===== src/rtl/clk_div_odd_even_cfg.sv =====
// Runtime-programmable 50%-duty integer clock divider, N = 2..2^WIDTH-1, odd or even.
// Latency: ratio/enable changes take effect at the next period boundary; div_err one cycle after the load.
// Backpressure: none, en/div_load are sampled every posedge. Optional tick output under CLK_DIV_TICK_EN.
module clk_div_odd_even_cfg #(
    parameter int WIDTH       = 8,
    parameter int DEFAULT_DIV = 9
) (
    input  logic             clk,
    input  logic             rst,
    input  logic             en,
    input  logic [WIDTH-1:0] div_i,
    input  logic             div_load,
    output logic             clk_div,
    output logic [WIDTH-1:0] div_cur,
    output logic             div_err,
    output logic             running
`ifdef CLK_DIV_TICK_EN
    ,
    output logic             tick
`endif
);

    typedef enum logic [1:0] {
        IDLE     = 2'd0,
        RUN      = 2'd1,
        STOPPING = 2'd2
    } state_t;

    localparam logic [WIDTH-1:0] DIV_RST = WIDTH'(DEFAULT_DIV);

    state_t           state, state_nx;
    logic [WIDTH-1:0] cnt, cnt_nx;
    logic [WIDTH-1:0] shadow, shadow_nx;
    logic [WIDTH-1:0] div_cur_nx;
    logic             pending, pending_nx;
    logic             pos_r, pos_nx;
    logic             neg_r;
    logic             load_ok;
    logic             wrap;

    assign load_ok = div_load && (div_i >= WIDTH'(2));
    assign wrap    = (state != IDLE) && (cnt == div_cur - WIDTH'(1));
    assign running = (state != IDLE);

    always_comb begin
        state_nx   = state;
        cnt_nx     = cnt;
        div_cur_nx = div_cur;
        shadow_nx  = shadow;
        pending_nx = pending;

        case (state)
            IDLE: begin
                if (en) begin
                    state_nx = RUN;
                    cnt_nx   = '0;
                    if (pending) begin
                        div_cur_nx = shadow;
                        pending_nx = 1'b0;
                    end
                end
            end
            RUN, STOPPING: begin
                // Only en at the wrap decides whether another period starts.
                if (wrap) begin
                    cnt_nx   = '0;
                    state_nx = en ? RUN : IDLE;
                    if (pending) begin
                        div_cur_nx = shadow;
                        pending_nx = 1'b0;
                    end
                end else begin
                    cnt_nx   = cnt + WIDTH'(1);
                    state_nx = en ? RUN : STOPPING;
                end
            end
            default: begin
                state_nx = IDLE;
                cnt_nx   = '0;
            end
        endcase

        // A load on the wrap cycle lands after the old shadow was consumed above.
        if (load_ok) begin
            shadow_nx  = div_i;
            pending_nx = 1'b1;
        end

        pos_nx = (state_nx != IDLE) && (cnt_nx < (div_cur_nx >> 1));
    end

    always_ff @(posedge clk or posedge rst) begin
        if (rst) begin
            state   <= IDLE;
            cnt     <= '0;
            shadow  <= DIV_RST;
            div_cur <= DIV_RST;
            pending <= 1'b0;
            pos_r   <= 1'b0;
            div_err <= 1'b0;
        end else begin
            state   <= state_nx;
            cnt     <= cnt_nx;
            shadow  <= shadow_nx;
            div_cur <= div_cur_nx;
            pending <= pending_nx;
            pos_r   <= pos_nx;
            div_err <= div_load && !load_ok;
        end
    end

    // Half-cycle-delayed copy of pos_r supplies the extra half period for odd ratios.
    always_ff @(negedge clk or posedge rst) begin
        if (rst) begin
            neg_r <= 1'b0;
        end else begin
            neg_r <= pos_r;
        end
    end

    // div_cur only changes at a wrap, when neg_r is already low, so the N[0] mask cannot glitch.
    assign clk_div = pos_r | (neg_r & div_cur[0]);

`ifdef CLK_DIV_TICK_EN
    assign tick = wrap;
`endif

endmodule


===== config.mk =====
export PLATFORM = sky130hd
export DESIGN_NAME = clk_div_odd_even_cfg
export DESIGN_NICKNAME = d
export VERILOG_FILES = /design/src/rtl/clk_div_odd_even_cfg.sv
export SDC_FILE = /design/constraint.sdc
export NUM_CORES = 1
export LEC_CHECK = 0
export ABC_AREA = 0
export CAP_MARGIN = 20
export CORE_MARGIN = 5
export CORE_UTILIZATION = 52
export CTS_BUF_LIST = sky130_fd_sc_hd__clkbuf_4
export CTS_CLUSTER_DIAMETER = 30
export DETAILED_ROUTE_END_ITERATION = 10
export PLACE_DENSITY = 0.9
export SLEW_MARGIN = 20
export SYNTH_ARGS = -nofsm -noshare
export SYNTH_HDL_FRONTEND = slang
export SYNTH_SLANG_ARGS = --single-unit

===== constraint.sdc =====
create_clock -name clk -period 3.18 [get_ports clk]
set_input_delay 0.636 -clock clk [delete_from_list [all_inputs] [get_ports clk]]
set_output_delay 0.636 -clock clk [all_outputs]
set_load 0.02 [all_outputs]

==> results by stage <==
STA:
- At the pin with the least slew margin, the transition time is 610 ps.
- Setup violations remaining at the end of the flow were counted as 1.
- The shortest period the worst path allows is 3190 ps.
- Across the routed clock network, the largest skew measured is 9.61 ps.
- The number of pins exceeding their max-slew limit in the final report is 0.
- Timing would allow up to 314 MHz.
- The worst slew margin relative to its limit is 59.3%.
- The hold violation count in the final report is 0.
- Setup repair after global routing could not meet its margin everywhere.
- Dividing the final minimum period by the clock period gives 100%.
- The post-layout worst setup margin is -6.18 ps.
- The setup TNS is -6.18 ps.

Clocking:
- The clock latency at the later pin of the worst-skew pair is 330 ps.
- The CTS sink count is 30.
- TritonCTS built the clock tree.
- The clock tree buffer depth is 2.
- Clock-pin slew was measured on the worst setup and hold paths at 90 ps.
- The number of buffers added by the clock tree synthesis step is 5.
- The clock tree root buffer cell is sky130_fd_sc_hd__clkbuf_4.
- The number of hold buffers added after CTS was 0.
- The clock tree synthesis step divided the H-tree into 2 levels.

Synthesis:
- The mean cell area of the mapped netlist is 9.68 sq um.
- The number of synthesis warnings is 0.
- Synthesis produced 206 cells.
- The fraction of registers with async set/reset is 100%.
- In this run the cell area of the synthesized design comes to 1990 sq um.
- The distinct cell type count after synthesis is 57.
- The register bit total from synthesis is 30.
- The most common flop cell mapped by yosys is sky130_fd_sc_hd__dfrtp_1.
- The number of enable-type register cells in the synthesized netlist is 0.
- The sequential element share of the synthesized area is 37.9%.
- The net count after synthesis is 228.

Detailed routing:
- The via count is 1733.
- The post-detailed-route DRC marker count is 0.
- The average routed wire per standard cell is 15.7 um.
- The average vias per placed instance is 5.84.
- The number of iterations in the first detailed-routing pass is 5.
- Once detail routing completed, the nets flagged for antenna violations numbered 0.
- Summed over all layers, the routed wires come to 4.67 mm.
- The number of DRC markers in iteration 0 is 149.

Finish:
- The number of filler instances in the final layout is 295.
- From synthesis to final layout, the design area changed by 24.7%.
- The repair_antennas step left the layout with diodes totalling 0.
- Leaving out fill and tap cells, the most frequent cell in the layout is sky130_fd_sc_hd__nand2_1.
- The library cells used most frequently in the layout, excluding fill and tap cells, are sky130_fd_sc_hd__nand2_1 (29), sky130_fd_sc_hd__dfrtp_1 (24), sky130_fd_sc_hd__clkdlybuf4s50_1 (21), sky130_fd_sc_hd__buf_4 (20), sky130_fd_sc_hd__a21oi_1 (11).
- In the final design database the tool counted 270 nets.
- Measured on the finished design, the core utilization comes to 67.4%.
- The share of layout cells above drive strength 1 is 25.3%.

Placed design:
- The routability congestion estimate is 0.886.
- The number of port buffers is 22.
- The half-perimeter wire length of the detailed placement result is 3.53 mm.
- At the placement stage, the worst setup path has a slack of -119 ps.

Worst setup path:
- The highest-delay cell along the critical path is sky130_fd_sc_hd__dfstp_2.
- Traced cell by cell, the critical path runs through nand3b_1, a311o_1, a211o_4, nor2_4, and2b_2, nand3b_1, a21oi_2, ha_1, a211o_1, nor4_2, a211oi_2, nor3_2.
- The register-to-register setup slack is -6 ps.
- Of all nets on the critical path, the largest fanout is 5.
- For the worst setup path, the data required time is 3440 ps.
- The cell with the most instances on the worst path is sky130_fd_sc_hd__nand3b_1.
- The path depth of the worst reg2reg path is 12.
- The reg-to-reg startpoint is div_cur[3]$_DFF_PP1_.
- The kind of end point of the critical path is a register.
- The worst setup path is launched from a register.
- For the worst setup path, the data arrival time is 3450 ps.
- The capture point of the worst reg-to-reg path is pos_r$_DFF_PP0_.
- For this run, the slowest stage of the critical path takes 620 ps.
- The critical path in this run is classified as reg2reg.

Outcome:
- The checks that failed: setup timing.
- The run finished, with violations left.

Global route:
- Global routing used 19.5% of the available tracks.
- The total congestion overflow after global routing is 0.
- The wire length of the first global-routing pass is 7.87 mm.
- The largest net degree at the start of global routing is 30.
- The number of antenna violations at the first check in global routing is 0.
- The via count of the first global-routing pass is 1692.

Worst hold path:
- The endpoint of the worst hold path is shadow[3]$_DFFE_PP1P_.
- The startpoint identified for the worst hold timing path is shadow[3]$_DFFE_PP1P_.
- The worst hold path stage count is 2.
- The path class of the tightest hold or removal check is reg2reg.

Die:
- In this run the count of I/O pins placed on the die edge is 23.
- The die extent in x is 71.9 um.
- After floorplanning, the core was divided into 22 placement rows.
- For this configuration, the core starts out at a cell density of 54.1%.
- The die covers 5170 sq um.
- The placeable core area is 3690 sq um.
- The die height is 71.9 um.

Job:
- Max-cap violations in this run came to 0.

Power and ir drop:
- Across the VDD grid, the largest voltage drop is 642 uV.
- For this design the ratio of total power to cell area is 950 nW/um^2.
- The cell leakage power is 1.11 nW.
-- worst max-delay path by stage --
| stage | start | to | slack (ps) | depth (start not counted) |
|---|---|---|---|---|
| after floorplan | div_cur[0]$_DFFE_PP1P_ | pos_r$_DFF_PP0_ | -110 | 16 |
| after global placement | neg_r$_DFF_NP0_ | clk_div | -110 | 2 |
| after detailed placement | neg_r$_DFF_NP0_ | clk_div | -120 | 2 |
| after CTS | neg_r$_DFF_NP0_ | clk_div | -40 | 2 |
| after global routing | div_cur[0]$_DFFE_PP1P_ | pos_r$_DFF_PP0_ | -190 | 14 |
| final | div_cur[3]$_DFF_PP1_ | pos_r$_DFF_PP0_ | -6 | 12 |
-- kinds of logic after synthesis --
| logic type | count (synthesis) | share of synthesized area [%] |
|---|---|---|
| and+or+nand+nor | 79 | 22.5 |
| DFF | 30 | 37.9 |
| buffers and inverters | 18 | 5.02 |
| xor gates and xnor gates | 9 | 3.95 |
| adders and majority gates | 10 | 6.27 |
| AOI/OAI and AO/OA | 59 | 23.8 |
| muxes | 1 | 0.565 |
-- per-layer routing --
| metal | GRT usage, % | part of all wire, % | vias to the layer above |
|---|---|---|---|
| li1 | - | - | 840 |
| met1 | 26.2 | 43 | 821 |
| met2 | 30.8 | 48 | 65 |
| met3 | 4.43 | 7.3 | 7 |
| met4 | 7.31 | 1.4 | 0 |
| met5 | 0 | 0 | - |
-- where the power goes --
part	switching (mW)	internal [mW]
logic	0.824	0.732
registers	0.111	0.484
clock network	0.131	0.0785
total	1.07	1.29
-- sequential cells by signal, indices dropped and copies added (netlist names) --
register	count
pending	1
cnt	8
neg_r	1
state	2
div_err	1
div_cur	8
shadow	8
pos_r	1
-- cells in the mapped netlist, types with 2 or more instances --
master                      n  area share [%]
sky130_fd_sc_hd__inv_1      9             1.7
sky130_fd_sc_hd__a21o_1     3             1.1
sky130_fd_sc_hd__nor4_1     4             1.3
sky130_fd_sc_hd__and3_1     2            0.63
sky130_fd_sc_hd__nand3b_1   4             1.5
sky130_fd_sc_hd__nand4_1    2            0.63
sky130_fd_sc_hd__a22oi_2    4             2.5
sky130_fd_sc_hd__dfstp_2    4             5.3
sky130_fd_sc_hd__nand2b_1   5             1.6
sky130_fd_sc_hd__dfrtp_1   25              31
sky130_fd_sc_hd__o21ai_0   10             2.5
sky130_fd_sc_hd__a21oi_1   13             3.3
sky130_fd_sc_hd__xor2_1     6             2.6
sky130_fd_sc_hd__o21ai_1    2            0.50
sky130_fd_sc_hd__nand3_1    7             1.8
sky130_fd_sc_hd__and2_1     2            0.63
sky130_fd_sc_hd__a22oi_1    3             1.1
sky130_fd_sc_hd__and4b_1    2             1.0
sky130_fd_sc_hd__nor3_2     2             1.0
sky130_fd_sc_hd__or3_1      2            0.63
sky130_fd_sc_hd__xnor2_1    3             1.3
sky130_fd_sc_hd__ha_1      10             6.3
sky130_fd_sc_hd__nor2_1     6             1.1
sky130_fd_sc_hd__clkbuf_1   3            0.56
sky130_fd_sc_hd__a22o_1     7             3.1
sky130_fd_sc_hd__nor3_1     2            0.50
sky130_fd_sc_hd__nand2_1   29             5.5
sky130_fd_sc_hd__and3_2     2            0.75
sky130_fd_sc_hd__buf_2      2            0.50
sky130_fd_sc_hd__buf_6      4             2.3
-- metrics by stage --
stage | std cells | hold slack (ps) | instance area [sq um] | power, mW
6_report | 297 | 476 | 2490 | 2.36
4_1_cts | 296 | 481 | 2460 | 2.33
3_3_place_gp | 282 | 464 | 2320 | 1.93
2_1_floorplan | 206 | 453 | 2000 | 1.60
3_5_place_dp | 282 | 467 | 2320 | 1.99
5_1_grt | 297 | 522 | 2490 | 2.54
-- critical path, delay by kind of cell (launching register included) --
family          cells  cell delay, ps
flops               1             620
fa+ha+maj           1             330
simple gates        6             910
compound gates      5            1260
-- area by class of cell --
class | count | area [sq um] | area share, %
clock inverter | 3 | 11.3 | 0.453
multi-input combinational | 158 | 1190 | 48.0
clock buffer | 5 | 37.5 | 1.51
inverter | 9 | 33.8 | 1.36
tap | 48 | 60.1 | 2.42
sequential | 30 | 757 | 30.4
timing repair buffer | 44 | 394 | 15.9
-- repair_timing --
item,CTS,global route
cloned,0,0
buffers inserted,6,1
pin swaps,1,4
endpoints found under the setup margin,2,2
resized for setup,17,4
No activity file was read; power rests on OpenSTA's default activity.
